===== config.mk =====
export PLATFORM = sky130hd
export DESIGN_NAME = des_round_core
export DESIGN_NICKNAME = d
export VERILOG_FILES = /design/src/rtl/des_round_core_pkg.sv /design/src/rtl/des_f_func.sv /design/src/rtl/des_round_core.sv
export SDC_FILE = /design/constraint.sdc
export NUM_CORES = 1
export LEC_CHECK = 0
export BUFFER_PORTS_ARGS = -buffer_cell sky130_fd_sc_hd__clkbuf_2
export CAP_MARGIN = 20
export CORE_AREA = 2 2 74 76
export DETAILED_ROUTE_END_ITERATION = 8
export DIE_AREA = 0 0 76 78
export PLACE_DENSITY = 0.6
export SLEW_MARGIN = 20
export SYNTH_ARGS = -nofsm -noshare
export SYNTH_HDL_FRONTEND = slang
export SYNTH_SLANG_ARGS = --single-unit

===== constraint.sdc =====
create_clock -name clk -period 3.3 [get_ports clk]
set_input_delay 0.825 -clock clk [delete_from_list [all_inputs] [get_ports clk]]
set_output_delay 0.825 -clock clk [all_outputs]
set_load 0.01 [all_outputs]

===== src/rtl/des_round_core_pkg.sv =====
// Shared DES definitions: round count, FSM encoding, FIPS 46-3 permutation and S-box tables.
// All tables use bit 1 = MSB numbering; entries are 1-based source bit positions.
package des_round_core_pkg;

   localparam int unsigned DES_ROUNDS = 16;

   typedef enum logic [1:0] {
      IDLE  = 2'd0,
      ROUND = 2'd1,
      DONE  = 2'd2
   } des_state_e;

   typedef struct packed {
      logic [31:0] l;
      logic [31:0] r;
   } des_half_t;

   localparam int unsigned IP_T [64] = '{
      58, 50, 42, 34, 26, 18, 10, 2,
      60, 52, 44, 36, 28, 20, 12, 4,
      62, 54, 46, 38, 30, 22, 14, 6,
      64, 56, 48, 40, 32, 24, 16, 8,
      57, 49, 41, 33, 25, 17,  9, 1,
      59, 51, 43, 35, 27, 19, 11, 3,
      61, 53, 45, 37, 29, 21, 13, 5,
      63, 55, 47, 39, 31, 23, 15, 7};

   localparam int unsigned FP_T [64] = '{
      40, 8, 48, 16, 56, 24, 64, 32,
      39, 7, 47, 15, 55, 23, 63, 31,
      38, 6, 46, 14, 54, 22, 62, 30,
      37, 5, 45, 13, 53, 21, 61, 29,
      36, 4, 44, 12, 52, 20, 60, 28,
      35, 3, 43, 11, 51, 19, 59, 27,
      34, 2, 42, 10, 50, 18, 58, 26,
      33, 1, 41,  9, 49, 17, 57, 25};

   localparam int unsigned E_T [48] = '{
      32,  1,  2,  3,  4,  5,
       4,  5,  6,  7,  8,  9,
       8,  9, 10, 11, 12, 13,
      12, 13, 14, 15, 16, 17,
      16, 17, 18, 19, 20, 21,
      20, 21, 22, 23, 24, 25,
      24, 25, 26, 27, 28, 29,
      28, 29, 30, 31, 32,  1};

   localparam int unsigned P_T [32] = '{
      16,  7, 20, 21, 29, 12, 28, 17,
       1, 15, 23, 26,  5, 18, 31, 10,
       2,  8, 24, 14, 32, 27,  3,  9,
      19, 13, 30,  6, 22, 11,  4, 25};

   // Indexed [box][row*16 + col]
   localparam int unsigned SBOX [8][64] = '{
      '{14,  4, 13,  1,  2, 15, 11,  8,  3, 10,  6, 12,  5,  9,  0,  7,
         0, 15,  7,  4, 14,  2, 13,  1, 10,  6, 12, 11,  9,  5,  3,  8,
         4,  1, 14,  8, 13,  6,  2, 11, 15, 12,  9,  7,  3, 10,  5,  0,
        15, 12,  8,  2,  4,  9,  1,  7,  5, 11,  3, 14, 10,  0,  6, 13},
      '{15,  1,  8, 14,  6, 11,  3,  4,  9,  7,  2, 13, 12,  0,  5, 10,
         3, 13,  4,  7, 15,  2,  8, 14, 12,  0,  1, 10,  6,  9, 11,  5,
         0, 14,  7, 11, 10,  4, 13,  1,  5,  8, 12,  6,  9,  3,  2, 15,
        13,  8, 10,  1,  3, 15,  4,  2, 11,  6,  7, 12,  0,  5, 14,  9},
      '{10,  0,  9, 14,  6,  3, 15,  5,  1, 13, 12,  7, 11,  4,  2,  8,
        13,  7,  0,  9,  3,  4,  6, 10,  2,  8,  5, 14, 12, 11, 15,  1,
        13,  6,  4,  9,  8, 15,  3,  0, 11,  1,  2, 12,  5, 10, 14,  7,
         1, 10, 13,  0,  6,  9,  8,  7,  4, 15, 14,  3, 11,  5,  2, 12},
      '{ 7, 13, 14,  3,  0,  6,  9, 10,  1,  2,  8,  5, 11, 12,  4, 15,
        13,  8, 11,  5,  6, 15,  0,  3,  4,  7,  2, 12,  1, 10, 14,  9,
        10,  6,  9,  0, 12, 11,  7, 13, 15,  1,  3, 14,  5,  2,  8,  4,
         3, 15,  0,  6, 10,  1, 13,  8,  9,  4,  5, 11, 12,  7,  2, 14},
      '{ 2, 12,  4,  1,  7, 10, 11,  6,  8,  5,  3, 15, 13,  0, 14,  9,
        14, 11,  2, 12,  4,  7, 13,  1,  5,  0, 15, 10,  3,  9,  8,  6,
         4,  2,  1, 11, 10, 13,  7,  8, 15,  9, 12,  5,  6,  3,  0, 14,
        11,  8, 12,  7,  1, 14,  2, 13,  6, 15,  0,  9, 10,  4,  5,  3},
      '{12,  1, 10, 15,  9,  2,  6,  8,  0, 13,  3,  4, 14,  7,  5, 11,
        10, 15,  4,  2,  7, 12,  9,  5,  6,  1, 13, 14,  0, 11,  3,  8,
         9, 14, 15,  5,  2,  8, 12,  3,  7,  0,  4, 10,  1, 13, 11,  6,
         4,  3,  2, 12,  9,  5, 15, 10, 11, 14,  1,  7,  6,  0,  8, 13},
      '{ 4, 11,  2, 14, 15,  0,  8, 13,  3, 12,  9,  7,  5, 10,  6,  1,
        13,  0, 11,  7,  4,  9,  1, 10, 14,  3,  5, 12,  2, 15,  8,  6,
         1,  4, 11, 13, 12,  3,  7, 14, 10, 15,  6,  8,  0,  5,  9,  2,
         6, 11, 13,  8,  1,  4, 10,  7,  9,  5,  0, 15, 14,  2,  3, 12},
      '{13,  2,  8,  4,  6, 15, 11,  1, 10,  9,  3, 14,  5,  0, 12,  7,
         1, 15, 13,  8, 10,  3,  7,  4, 12,  5,  6, 11,  0, 14,  9,  2,
         7, 11,  4,  1,  9, 12, 14,  2,  0,  6, 10, 13, 15,  3,  5,  8,
         2,  1, 14,  7,  4, 10,  8, 13, 15, 12,  9,  0,  3,  5,  6, 11}};

endpackage


===== src/rtl/des_f_func.sv =====
// DES Feistel function f(R, K): expansion, key mix, S-box substitution, P permutation.
module des_f_func
   import des_round_core_pkg::*;
(
   input  logic [31:0] r,
   input  logic [47:0] k,
   output logic [31:0] f
);

   always_comb begin
      logic [47:0] x;
      logic [31:0] s;
      logic [5:0]  six;
      x   = '0;
      s   = '0;
      six = '0;
      f   = '0;
      for (int i = 0; i < 48; i++)
         x[6'(47 - i)] = r[5'(32 - int'(E_T[6'(i)]))];
      x = x ^ k;
      // S1 lands in the top nibble after all eight shifts
      for (int b = 0; b < 8; b++) begin
         six = 6'(x >> (42 - 6 * b));
         s   = {s[27:0], 4'(SBOX[3'(b)][{six[5], six[0], six[4:1]}])};
      end
      for (int i = 0; i < 32; i++)
         f[5'(31 - i)] = s[5'(32 - int'(P_T[5'(i)]))];
   end

endmodule


===== src/rtl/des_round_core.sv =====
// Iterative DES datapath: one Feistel round per cycle, subkeys supplied externally per rnd.
// Accepts one block in IDLE, runs ROUNDS rounds, presents FP(R16,L16) with valid/ready.
module des_round_core
   import des_round_core_pkg::*;
#(
   parameter int unsigned ROUNDS = DES_ROUNDS
) (
   input  logic        clk,
   input  logic        rst_n,
   input  logic        in_valid,
   output logic        in_ready,
   input  logic        encrypt,
   input  logic [63:0] din,
   output logic [4:0]  rnd,
   output logic        rnd_encrypt,
   input  logic [47:0] subkey,
   output logic        out_valid,
   input  logic        out_ready,
   output logic [63:0] dout
);

   localparam logic [4:0] LAST_RND = 5'(ROUNDS - 1);

   function automatic logic [63:0] ip_perm(input logic [63:0] x);
      logic [63:0] y;
      y = '0;
      for (int i = 0; i < 64; i++)
         y[6'(63 - i)] = x[6'(64 - int'(IP_T[6'(i)]))];
      return y;
   endfunction

   function automatic logic [63:0] fp_perm(input logic [63:0] x);
      logic [63:0] y;
      y = '0;
      for (int i = 0; i < 64; i++)
         y[6'(63 - i)] = x[6'(64 - int'(FP_T[6'(i)]))];
      return y;
   endfunction

   des_state_e  state, state_d;
   des_half_t   lr, lr_d;
   logic [4:0]  rnd_d;
   logic        enc_d;
   logic        ready_d;
   logic        ov_d;
   logic [63:0] dout_d;
   logic [31:0] f_out;

   des_f_func u_f (
      .r (lr.r),
      .k (subkey),
      .f (f_out)
   );

   always_ff @(posedge clk or negedge rst_n) begin
      if (!rst_n) begin
         state       <= IDLE;
         lr          <= '0;
         rnd         <= '0;
         rnd_encrypt <= 1'b1;
         in_ready    <= 1'b1;
         out_valid   <= 1'b0;
         dout        <= '0;
      end else begin
         state       <= state_d;
         lr          <= lr_d;
         rnd         <= rnd_d;
         rnd_encrypt <= enc_d;
         in_ready    <= ready_d;
         out_valid   <= ov_d;
         dout        <= dout_d;
      end
   end

   always_comb begin
      state_d = state;
      lr_d    = lr;
      rnd_d   = rnd;
      enc_d   = rnd_encrypt;
      ov_d    = out_valid;
      dout_d  = dout;
      case (state)
         IDLE: begin
            if (in_valid && in_ready) begin
               lr_d    = des_half_t'(ip_perm(din));
               enc_d   = encrypt;
               rnd_d   = '0;
               state_d = ROUND;
            end
         end
         ROUND: begin
            lr_d.l = lr.r;
            lr_d.r = lr.l ^ f_out;
            if (rnd == LAST_RND) begin
               rnd_d   = '0;
               state_d = DONE;
            end else begin
               rnd_d = rnd + 5'd1;
            end
         end
         DONE: begin
            // First DONE cycle registers the result; later cycles wait for the handshake
            if (!out_valid) begin
               ov_d   = 1'b1;
               dout_d = fp_perm({lr.r, lr.l});
            end else if (out_ready) begin
               ov_d    = 1'b0;
               state_d = IDLE;
            end
         end
         default: begin
            state_d = IDLE;
         end
      endcase
      ready_d = (state_d == IDLE);
   end

endmodule


== After elaboration in Yosys (flattened, before gate mapping) ==
Index checks and enable logic that the tools add are counted.
W data, S select, Z words.

* $add $sub $neg: 1
* Multipliers: 0
* Div/mod/pow operators: 0
* $lt $le $gt $ge: 0
* Eq/ne operators: 4
* Shift operators: 0
* Mux-type cells: 10
* Bitwise operators: 0
* Reductions and logical operators: 6

{| class="wikitable"
|+ Operator list
! operator !! number
|-
| $mux W5 || 2
|-
| $pmux W5 S2 || 1
|-
| $mux W2 || 4
|-
| $pmux W2 S3 || 1
|-
| $add A5 B1 Y5 const B || 1
|-
| $eq A5 B4 Y1 const B || 1
|-
| $logic_not A2 Y1 || 2
|-
| $reduce_and A2 Y1 || 2
|-
| $eq A2 B1 Y1 const B || 1
|-
| $eq A2 B2 Y1 const B || 1
|-
| $mux W1 || 2
|-
| $ne A2 B2 Y1 const B || 1
|-
| $reduce_bool A2 Y1 || 1
|-
| $logic_and A1 B1 Y1 || 1
|}

* Register bits: 10
* Bits in latches: 0
* Bits in writable memories: 0
* ROM bits: 0
* Bits of input ports: 117
* Output and inout port bits: 72
* Logic and storage cells: 26
* Memories kept: 0

== Longest topological paths before layout ==
Gate-level depths: netlist of the first run.

* Depth in word-level cells: 4
* Depth in mapped cells: 4
* Mapped depth without buffers: 4

== Worst setup path before layout of the first run ==
No wires, ideal clock.

* Kind: input port to flip-flop
* Start: input port in_valid
* End: register rnd[3]
* Setup time: 0.118 ns
* Data arrival time: 1.360 ns
* Data required time: 3.182 ns
* Setup slack: 1.821 ns
* Stages: 3
* Path buffers: 0
* Cell sequence: a21oi_1 a311o_1 a21o_1

* Word-level cells in the longest chain between the ends: 3

{| class="wikitable"
|+ RTL lines
! what !! line !! RTL
|-
| from (decl) || des_round_core.sv:10 || <nowiki>input logic in_valid,</nowiki>
|-
| $logic_and A1 B1 Y1 || des_round_core.sv:84 || <nowiki>if (in_valid && in_ready) begin</nowiki>
|-
| $ne A2 B2 Y1 (no source line) || -- ||
|-
| $reduce_and A2 Y1 (no source line) || -- ||
|-
| to (signal assigned) || des_round_core.sv:67 || <nowiki>rnd <= rnd_d;</nowiki>
|-
| to (decl) || des_round_core.sv:14 || <nowiki>output logic [4:0] rnd,</nowiki>
|}

No other way between the ends.
A chain may end at the register's enable or synchronous reset.

== Worst setup path in the final report of the first run ==
* Start: register in_ready
* End: output port in_ready

{| class="wikitable"
|+ RTL lines
! what !! line !! RTL
|-
| from (decl) || des_round_core.sv:11 || <nowiki>output logic in_ready,</nowiki>
|-
| from (signal assigned) || des_round_core.sv:69 || <nowiki>in_ready <= ready_d;</nowiki>
|}

No word-level cell between the ends.

==> results of run 1 <==
## synthesized netlist by cell type
cell type | n | area, um^2
sky130_fd_sc_hd__buf_4 | 64 | 480
sky130_fd_sc_hd__nand3_1 | 3 | 15.0
sky130_fd_sc_hd__dfstp_2 | 2 | 52.6
sky130_fd_sc_hd__nand4b_2 | 1 | 15.0
sky130_fd_sc_hd__nand3b_1 | 1 | 7.51
sky130_fd_sc_hd__nand2b_1 | 2 | 12.5
sky130_fd_sc_hd__nor2b_1 | 1 | 6.26
sky130_fd_sc_hd__o21bai_1 | 1 | 7.51
sky130_fd_sc_hd__a311o_1 | 1 | 10.0
sky130_fd_sc_hd__conb_1 | 1 | 3.75
sky130_fd_sc_hd__o21ai_0 | 3 | 15.0
sky130_fd_sc_hd__o21ai_1 | 1 | 5.00
sky130_fd_sc_hd__ha_1 | 1 | 12.5
sky130_fd_sc_hd__dfrtp_1 | 8 | 200
sky130_fd_sc_hd__a41oi_1 | 1 | 8.76
sky130_fd_sc_hd__mux2_1 | 1 | 11.3
sky130_fd_sc_hd__nand4bb_1 | 1 | 11.3
sky130_fd_sc_hd__inv_1 | 1 | 3.75
sky130_fd_sc_hd__a21oi_1 | 2 | 10.0
sky130_fd_sc_hd__nand2_1 | 4 | 15.0
sky130_fd_sc_hd__a21o_1 | 2 | 15.0
sky130_fd_sc_hd__nor3_1 | 2 | 10.0
## report_power, final
part           internal, mW  switching, mW  total [mW]  leakage [nW]
clock network         0.105         0.0488       0.154        0.0288
logic                0.0816          0.130       0.212         0.358
registers             0.178         0.0531       0.231         0.118
## area by class of cell
type | instances | area, um^2 | area share [%]
multi-input combinational | 92 | 428 | 48.2
inverter | 1 | 3.75 | 0.423
timing repair buffer | 12 | 60.1 | 6.77
sequential | 10 | 253 | 28.5
tap | 70 | 87.6 | 9.87
clock buffer | 4 | 55.1 | 6.21
## kinds of logic (layout without fill, tap and decap cells)
kind of cell             Yosys count  count (layout)  synth area share, %
AND/OR/NAND/NOR                   15              15                 9.97
other                              1              64                0.404
adder cells (fa/ha/maj)            1               1                 1.35
buffers and inverters             65              17                 52.2
flip-flops                        10              10                 27.2
multiplexers                       1               1                 1.21
AO/OA/AOI/OAI                     11              11                 7.68
## layer usage
layer  vias to the layer above  track usage (%)  routed length [um]
li1                        240                -                   -
met1                       238             5.71                 579
met2                        49             5.09                 541
met3                         2             1.74                 172
met4                         0             1.09                  10
met5                         -                0                   0
## sequential cells by signal (all words and copies together), names as in the netlist
register	count
in_ready	1
state	2
rnd_encrypt	1
rnd	5
out_valid	1
## how the worst max path moves through the flow
stage	from	to	slack [ps]	cells after the start
after floorplan	in_valid	rnd[3]$_DFFE_PN0P_	1820	3
after global placement	in_valid	rnd[3]$_DFFE_PN0P_	1680	4
after detailed placement	in_valid	rnd[3]$_DFFE_PN0P_	1670	4
after CTS	in_ready$_DFF_PN1_	in_ready	1560	1
after global routing	in_ready$_DFF_PN1_	in_ready	1530	1
final	in_ready$_DFF_PN1_	in_ready	1560	1
==> flow_metrics.env, run 1 <==
export IMPL_status="completed"
export IMPL_holdCritPathClass="in -> async"
export IMPL_cts_root_buf="sky130_fd_sc_hd__clkbuf_8"
export IMPL_total_leakage_power_nw=0.505
export IMPL_initial_antenna_violation_count=0
export IMPL_clock_sink_count=10
export IMPL_crit_path_end_kind="output pin"
export IMPL_postSynthCellCount=104
export IMPL_cpMaxStageDelayCell="sky130_fd_sc_hd__dfstp_2"
export IMPL_peakVddDrop_mv=0.323
export IMPL_timing_max_cap_violations=0
export IMPL_fp_dieH_um=78
export IMPL_power_per_cell_area_mw_per_mm2=673
export IMPL_dp_worst_setup_slack_ps=1670
export IMPL_drt_wirelength_per_cell_um=6.89
export IMPL_critPathTopFamily="flip-flops"
export IMPL_detailroute_via_count=529
export IMPL_syn_to_final_growth_pct=-4.45
export IMPL_fillers=585
export IMPL_grt_pass1_vias=346
export IMPL_drt_iter0_markers=6
export IMPL_clock_skew_final_ps=3.93
export IMPL_required_ps=2470
export IMPL_synth_seq_area_share_pct=27.2
export IMPL_post_cts_repair_setup_buffers=0
export IMPL_worst_path_bufs_invs=1
export IMPL_critPathMaxFanout=3
export IMPL_htree_levels=1
export IMPL_mappedNetlistArea_um2=928
export IMPL_start_util_pct=18.4
export IMPL_fin_total_pwr_mw=0.597
export IMPL_grt_use_total_pct=3.92
export IMPL_critical_path_reg2reg_startpoint="rnd[0]$_DFFE_PN0P_"
export IMPL_setup_viol=0
export IMPL_cts_path_max_buffers=2
export IMPL_grt_start_max_net_pins=11
export IMPL_endpoint_arrival_time_on_the_critical_path_ps=910
export IMPL_grt_overflow_total=0
export IMPL_layout_commonest_cell="sky130_fd_sc_hd__conb_1"
export IMPL_period_minus_slack_ps=1740
export IMPL_number_of_warnings_reported_in_the_yosys_synthesis_log=0
export IMPL_worstReg2RegEnd="rnd[3]$_DFFE_PN0P_"
export IMPL_route_antenna_remaining_nets=0
export IMPL_viasPerCell=2.80
export IMPL_regToRegSetupSlack_ps=1870
export IMPL_placeableCoreArea_mm2=0.00504
export IMPL_place_detailed_instances=185
export IMPL_count_of_placed_standard_cells_in_the_final_layout_fillers_left_out=189
export IMPL_route_detailed_drc=0
export IMPL_synth_cell_type_count=22
export IMPL_post_syn_area_per_cell_um2=8.93
export IMPL_design_die_area_mm2=0.00593
export IMPL_worst_r2r_path_depth=4
export IMPL_top_level_ports=189
export IMPL_cts_tree="built"
export IMPL_holdWs_ps=445
export IMPL_ys_seq_elements=10
export IMPL_gates_resized_cts_repair=0
export IMPL_critPathLaunchType="flop"
export IMPL_port_buffer_count=12
export IMPL_post_dp_cell_area_um2=832
export IMPL_total_nets_final=238
export IMPL_grt_first_pass_wirelength_um=1800
export IMPL_drt_first_pass_iters=4
export IMPL_worstSkewPairLatency_ps=240
export IMPL_cts_buffers_inserted=3
export IMPL_cp_cell_sequence="clkbuf_2"
export IMPL_final_min_period_over_clock_period_pct=52.6
export IMPL_place_gp_congestion=0.722
export IMPL_slew_viol_final=0
export IMPL_path_class="reg -> out"
export IMPL_holdBufCountCts=0
export IMPL_dpl_hpwl_um=1090
export IMPL_final_setup_tns_ps=0
export IMPL_placementRows=26
export IMPL_setup_ws_ps=1560
export IMPL_final_cell_mix="sky130_fd_sc_hd__conb_1 (64), sky130_fd_sc_hd__clkbuf_2 (12), sky130_fd_sc_hd__dfrtp_1 (8)"
export IMPL_postLayoutCellArea_um2=887
export IMPL_clk_pin_slew_worst_paths_ps=50
export IMPL_final_hold_violations=0
export IMPL_die_width_um=76
export IMPL_totalWireLength_um=1300
export IMPL_diodes=0
export IMPL_layout_cells_sized_above_1_pct=16.0
export IMPL_finish_utilization_pct=17.6
export IMPL_max_stage_delay_ps=540
export IMPL_rsz0062_at_grt="no"
export IMPL_clock_fmax_mhz=576
Note: power is estimated with default switching activity, not from simulation.
==> run 2, diff against run 1 <==
ABC_AREA = 1   (was default)
PLACE_DENSITY = 0.62   (was 0.6)
clock period = 1.5 ns   (was 3.3 ns; I/O delays follow)
==> flow_metrics.env, run 2 <==
export IMPL_top_register="rnd"
export IMPL_htree_levels=1
export IMPL_power_per_cell_area_mw_per_mm2=1560
export IMPL_syn_to_final_growth_pct=-5.39
export IMPL_design_die_area_mm2=0.00593
export IMPL_clk_pin_slew_worst_paths_ps=50
export IMPL_slew_viol_final=0
export IMPL_drt_iter0_markers=21
export IMPL_final_cell_mix="sky130_fd_sc_hd__conb_1 (64), sky130_fd_sc_hd__nand2_1 (16), sky130_fd_sc_hd__clkbuf_2 (12)"
export IMPL_detailroute_via_count=564
export IMPL_synth_cell_type_count=18
export IMPL_route_antenna_remaining_nets=0
export IMPL_gates_resized_cts_repair=0
export IMPL_cts_tree="built"
export IMPL_dpl_hpwl_um=1080
export IMPL_postSynthCellCount=118
export IMPL_yosysTopAreaCellShare_pct=50.5
export IMPL_place_gp_congestion=0.732
export IMPL_critPathMaxFanout=7
export IMPL_sequential_cell_area_um2=253
export IMPL_setup_ws_ps=238
export IMPL_max_stage_delay_ps=470
export IMPL_clock_fmax_mhz=793
export IMPL_critPathTopFamily="flip-flops"
export IMPL_port_buffer_count=12
export IMPL_cpMaxStageDelayCell="sky130_fd_sc_hd__dfrtp_1"
export IMPL_holdBufCountCts=0
export IMPL_critical_path_reg2reg_startpoint="rnd[0]$_DFFE_PN0P_"
export IMPL_primary_flip_flop_cell_chosen_by_synthesis_mapping="sky130_fd_sc_hd__dfrtp_1"
export IMPL_synth_largest_area_cell="sky130_fd_sc_hd__buf_4"
export IMPL_layout_commonest_cell="sky130_fd_sc_hd__conb_1"
export IMPL_synth_top_cells_by_count="sky130_fd_sc_hd__buf_4 (64), sky130_fd_sc_hd__nand2_1 (16), sky130_fd_sc_hd__dfrtp_1 (8)"
export IMPL_dp_worst_setup_slack_ps=301
export IMPL_worstSkewPairLatency_ps=230
export IMPL_mappedNetlistArea_um2=952
export IMPL_crit_path_end_kind="output pin"
export IMPL_area_used_by_multi_input_combinational_logic_um2=437
export IMPL_cts_buffers_inserted=3
export IMPL_leading_cell_type_by_number_of_instances_after_synthesis="sky130_fd_sc_hd__buf_4"
export IMPL_number_of_warnings_reported_in_the_yosys_synthesis_log=0
export IMPL_total_leakage_power_nw=0.516
export IMPL_synth_edf_count=0
export IMPL_synth_seq_area_share_pct=26.5
export IMPL_holdCritPathClass="in -> async"
export IMPL_setup_viol=0
export IMPL_final_setup_tns_ps=0
export IMPL_crit_end="rnd[2]"
export IMPL_clock_skew_final_ps=3.22
export IMPL_period_minus_slack_ps=1260
export IMPL_fp_dieH_um=78
export IMPL_peakVddDrop_mv=0.413
export IMPL_rsz0062_at_grt="no"
export IMPL_totalWireLength_um=1320
export IMPL_total_nets_final=252
export IMPL_timing_max_cap_violations=0
export IMPL_grt_overflow_total=0
export IMPL_post_syn_area_per_cell_um2=8.07
export IMPL_placeableCoreArea_mm2=0.00504
export IMPL_grt_pass1_vias=360
export IMPL_critPathLaunchType="flop"
export IMPL_final_min_period_over_clock_period_pct=84.1
export IMPL_viasPerCell=2.78
export IMPL_initial_antenna_violation_count=0
export IMPL_worst_path_bufs_invs=1
export IMPL_number_of_flip_flops_in_the_largest_register=5
export IMPL_worstReg2RegEnd="rnd[1]$_DFFE_PN0P_"
export IMPL_async_flop_share_pct=100
export IMPL_cts_root_buf="sky130_fd_sc_hd__clkbuf_8"
export IMPL_path_class="reg -> out"
export IMPL_total_stage_count_of_the_critical_path=1
export IMPL_grt_start_max_net_pins=11
export IMPL_cts_path_max_buffers=2
export IMPL_most_area_consuming_cells_after_synthesis="sky130_fd_sc_hd__buf_4 (50%), sky130_fd_sc_hd__dfrtp_1 (21%), sky130_fd_sc_hd__nand2_1 (6.3%), sky130_fd_sc_hd__dfstp_2 (5.5%), sky130_fd_sc_hd__nand3_1 (3.7%)"
export IMPL_layout_cells_sized_above_1_pct=17.3
export IMPL_biggestRegsByFlops="rnd x5, state x2"
export IMPL_grt_use_total_pct=3.74
export IMPL_start_util_pct=18.9
export IMPL_failed_checks="hold timing"
export IMPL_drt_wirelength_per_cell_um=6.51
export IMPL_diodes=0
export IMPL_required_ps=1120
export IMPL_regToRegSetupSlack_ps=290
export IMPL_holdWs_ps=-4.02
export IMPL_clock_sink_count=10
export IMPL_grt_first_pass_wirelength_um=1720
export IMPL_endpoint_arrival_time_on_the_critical_path_ps=890
export IMPL_die_width_um=76
export IMPL_placementRows=26
export IMPL_count_of_placed_standard_cells_in_the_final_layout_fillers_left_out=203
export IMPL_cp_cell_sequence="clkbuf_2"
export IMPL_finish_utilization_pct=17.9
export IMPL_status="complete, but fails checks"
export IMPL_top_level_ports=189
export IMPL_post_cts_repair_setup_buffers=0
export IMPL_route_detailed_drc=0
export IMPL_worst_setup_path_startpoint="rnd[2]$_DFFE_PN0P_"
export IMPL_final_hold_violations=8
export IMPL_ys_seq_elements=10
export IMPL_worst_r2r_path_depth=6
export IMPL_fillers=582
export IMPL_place_detailed_instances=199
export IMPL_drt_first_pass_iters=4
run 2: cell count changes after synthesis, moves of 2 or more:
cell                       previous run  this run
sky130_fd_sc_hd__nand2_1              4        16
sky130_fd_sc_hd__nand3_1              3         7
sky130_fd_sc_hd__inv_1                1         4
sky130_fd_sc_hd__a21o_1               2         0
sky130_fd_sc_hd__nand2b_1             2         0
sky130_fd_sc_hd__nand3_2              0         2
sky130_fd_sc_hd__nor2_1               0         2
sky130_fd_sc_hd__nor2_2               0         2
sky130_fd_sc_hd__nor3_1               2         0
run 2: worst min path at each step:
stage / cells after the start / startpoint / end / slack, ps
after floorplan: 0 / rst_n / out_valid$_DFFE_PN0N_ / 80
after global placement: 1 / rst_n / out_valid$_DFFE_PN0N_ / 250
after detailed placement: 1 / rst_n / out_valid$_DFFE_PN0N_ / 260
after CTS: 1 / rst_n / state[1]$_DFF_PN0_ / 3
after global routing: 1 / rst_n / rnd[0]$_DFFE_PN0P_ / 7
final: 1 / rst_n / rnd[0]$_DFFE_PN0P_ / -4
run 2: layout make-up:
cell class,count,area share (%)
multi-input cells,102,48.5
flip-flops and latches,10,28.1
well taps,70,9.72
repair buffers,12,6.67
clock buffers,4,5.00
inverters,5,2.08
run 2: power breakdown:
group	leakage [nW]	internal (mW)	switching (mW)
combinational	0.375	0.205	0.362
sequential	0.118	0.410	0.146
clock	0.0228	0.186	0.101
total	0.516	0.800	0.609
run 2: kinds of logic (layout without fill, tap and decap cells):
logic type / count (synthesis) / in the layout / share of synthesized area (%)
fa+ha+maj: 1 / 1 / 1.31
buf+inv: 69 / 21 / 52.4
compound gates: 5 / 5 / 2.63
flops: 10 / 10 / 26.5
simple gates: 32 / 32 / 16.7
other cells: 1 / 64 / 0.394
run 2: routing by layer:
| layer | GRT usage [%] | part of all wire, % |
|---|---|---|
| met1 | 4.57 | 40 |
| met2 | 4.64 | 42 |
| met3 | 3.02 | 17 |
| met4 | 1.64 | 0.68 |
| met5 | 0 | 0 |
run 2: metrics by stage:
step / hold WS, ps / total power [mW] / instance area (um^2)
CTS: 2.73 / 1.43 / 901
global placement: 254 / 1.11 / 856
global route: 6.88 / 1.54 / 901
finish: -4.02 / 1.41 / 901
detailed placement: 258 / 1.13 / 856
floorplan: 79.4 / 1.05 / 1190
==> run 3, diff against run 2 <==
clock period = 1.15 ns   (was 1.5 ns; I/O delays follow)
==> flow_metrics.env, run 3 (same netlist as run 2, synthesis figures left out) <==
export IMPL_final_min_period_over_clock_period_pct=102
export IMPL_start_util_pct=18.9
export IMPL_cts_path_max_buffers=2
export IMPL_cts_buffers_inserted=3
export IMPL_worstSkewPairLatency_ps=230
export IMPL_detailroute_via_count=590
export IMPL_design_die_area_mm2=0.00593
export IMPL_internal_power_mw=1.41
export IMPL_power_share_clock_pct=18.8
export IMPL_syn_to_final_growth_pct=8.80
export IMPL_path_class="reg -> out"
export IMPL_top_level_ports=189
export IMPL_grt_pass1_vias=407
export IMPL_timing_max_cap_violations=0
export IMPL_grt_start_max_net_pins=11
export IMPL_total_nets_final=259
export IMPL_layout_commonest_cell="sky130_fd_sc_hd__conb_1"
export IMPL_final_cell_mix="sky130_fd_sc_hd__conb_1 (64), sky130_fd_sc_hd__nand2_1 (16), sky130_fd_sc_hd__clkbuf_2 (8)"
export IMPL_finish_utilization_pct=20.5
export IMPL_total_switching_power_mw=0.901
export IMPL_status="complete, but fails checks"
export IMPL_htree_levels=1
export IMPL_grt_use_total_pct=4.09
export IMPL_placementRows=26
export IMPL_drt_iter0_markers=36
export IMPL_crit_path_end_kind="output pin"
export IMPL_port_buffer_count=12
export IMPL_setup_ws_ps=-20.2
export IMPL_grt_first_pass_wirelength_um=1940
export IMPL_grt_overflow_total=0
export IMPL_place_detailed_instances=201
export IMPL_totalWireLength_um=1510
export IMPL_fp_dieH_um=78
export IMPL_drt_first_pass_iters=4
export IMPL_cts_tree="built"
export IMPL_die_width_um=76
export IMPL_peakVddDrop_mv=0.760
export IMPL_number_of_flip_flops_in_the_largest_register=5
export IMPL_required_ps=860
export IMPL_placeableCoreArea_mm2=0.00504
export IMPL_period_minus_slack_ps=1170
export IMPL_place_gp_congestion=0.744
export IMPL_switching_share_pct=38.9
export IMPL_clock_fmax_mhz=855
export IMPL_clock_sink_count=10
export IMPL_critPathMaxFanout=2
export IMPL_rsz0062_at_grt="yes"
export IMPL_slew_viol_final=0
export IMPL_layout_cells_sized_above_1_pct=23.6
export IMPL_final_hold_violations=0
export IMPL_pwr_share_comb_pct=50.9
export IMPL_dp_worst_setup_slack_ps=58.1
export IMPL_clock_skew_final_ps=3.45
export IMPL_fin_total_pwr_mw=2.32
export IMPL_holdWs_ps=238
export IMPL_post_dp_cell_area_um2=871
export IMPL_top_register="rnd"
export IMPL_endpoint_arrival_time_on_the_critical_path_ps=880
export IMPL_diodes=0
export IMPL_route_detailed_drc=0
export IMPL_clk_pin_slew_worst_paths_ps=50
export IMPL_initial_antenna_violation_count=0
export IMPL_setup_viol=4
export IMPL_cts_root_buf="sky130_fd_sc_hd__clkbuf_8"
export IMPL_count_of_placed_standard_cells_in_the_final_layout_fillers_left_out=210
export IMPL_route_antenna_remaining_nets=0
export IMPL_power_per_cell_area_mw_per_mm2=2240
export IMPL_biggestRegsByFlops="rnd x5, state x2"
export IMPL_failed_checks="setup timing"
export IMPL_viasPerCell=2.81
export IMPL_dpl_hpwl_um=1060
export IMPL_drt_wirelength_per_cell_um=7.17
export IMPL_postLayoutCellArea_mm2=0.00104
export IMPL_total_leakage_power_nw=0.569
export IMPL_critPathLaunchType="flop"
export IMPL_power_sequential_fraction_pct=30.3
export IMPL_final_setup_tns_ps=-28.4
export IMPL_holdCritPathClass="in -> reg"
==> run 3: cell types whose count changed in the layout (fill, tap and decap cells not counted), moves of 2 or more <==
cell | before | now
sky130_fd_sc_hd__buf_8 | 0 | 2
sky130_fd_sc_hd__dfrtp_1 | 8 | 6
sky130_fd_sc_hd__dfrtp_2 | 0 | 2
sky130_fd_sc_hd__buf_4 | 0 | 3
sky130_fd_sc_hd__clkbuf_2 | 12 | 8
sky130_fd_sc_hd__buf_6 | 0 | 4
==> run 3: area by class of cell <==
type / count / area [um^2]
fillers: 562 / 4010
multi-input cells: 102 / 452
inverters: 5 / 18.8
flip-flops and latches: 10 / 255
repair buffers: 19 / 168
well taps: 70 / 87.6
clock buffers: 4 / 55.1
==> run 3: path summary, 6_finish.rpt <==
| check | startpoint | end | slack [ps] | depth (start not counted) |
|---|---|---|---|---|
| min | encrypt | rnd_encrypt$_DFFE_PN1P_ | 240 | 3 |
| max reg2reg | rnd[1]$_DFFE_PN0P_ | rnd[3]$_DFFE_PN0P_ | 60 | 6 |
| min in group asynchronous | rst_n | rnd[1]$_DFFE_PN0P_ | 460 | 2 |
| max | rnd[1]$_DFFE_PN0P_ | rnd[1] | -20 | 2 |
| max in group asynchronous | rst_n | in_ready$_DFF_PN1_ | 430 | 2 |
| min reg2reg | rnd_encrypt$_DFFE_PN1P_ | rnd_encrypt$_DFFE_PN1P_ | 480 | 2 |
==> run 3: critical path, stage by stage (launching register included) <==
cell and delay, ps:
sky130_fd_sc_hd__dfrtp_1 400, sky130_fd_sc_hd__buf_6 140, sky130_fd_sc_hd__buf_8 110
==> run 3: repair_timing <==
action                                  CTS  global route
hold endpoints to repair                  8             0
endpoints found under the setup margin    5            10
hold buffers                              1             0
setup buffers                             3             1
gates resized for setup                   5            10
==> run 3: layer usage <==
metal | vias up | global-route usage (%) | wire length (um)
met4 | 0 | 0 | 0
met3 | 0 | 2.91 | 232
li1 | 283 | - | -
met1 | 258 | 5.44 | 614
met5 | - | 0 | 0
met2 | 49 | 5.71 | 658
==> run 3: power by group through the flow <==
| stage | clock network (mW) | logic [mW] | registers, mW |
|---|---|---|---|
| 2_1_floorplan | 0 | 0.613 | 0.759 |
| 3_3_place_gp | 0 | 0.817 | 0.682 |
| 3_5_place_dp | 0 | 0.832 | 0.694 |
| 4_1_cts | 0.453 | 0.989 | 0.698 |
| 5_1_grt | 0.471 | 1.31 | 0.731 |
| 6_report | 0.436 | 1.18 | 0.701 |
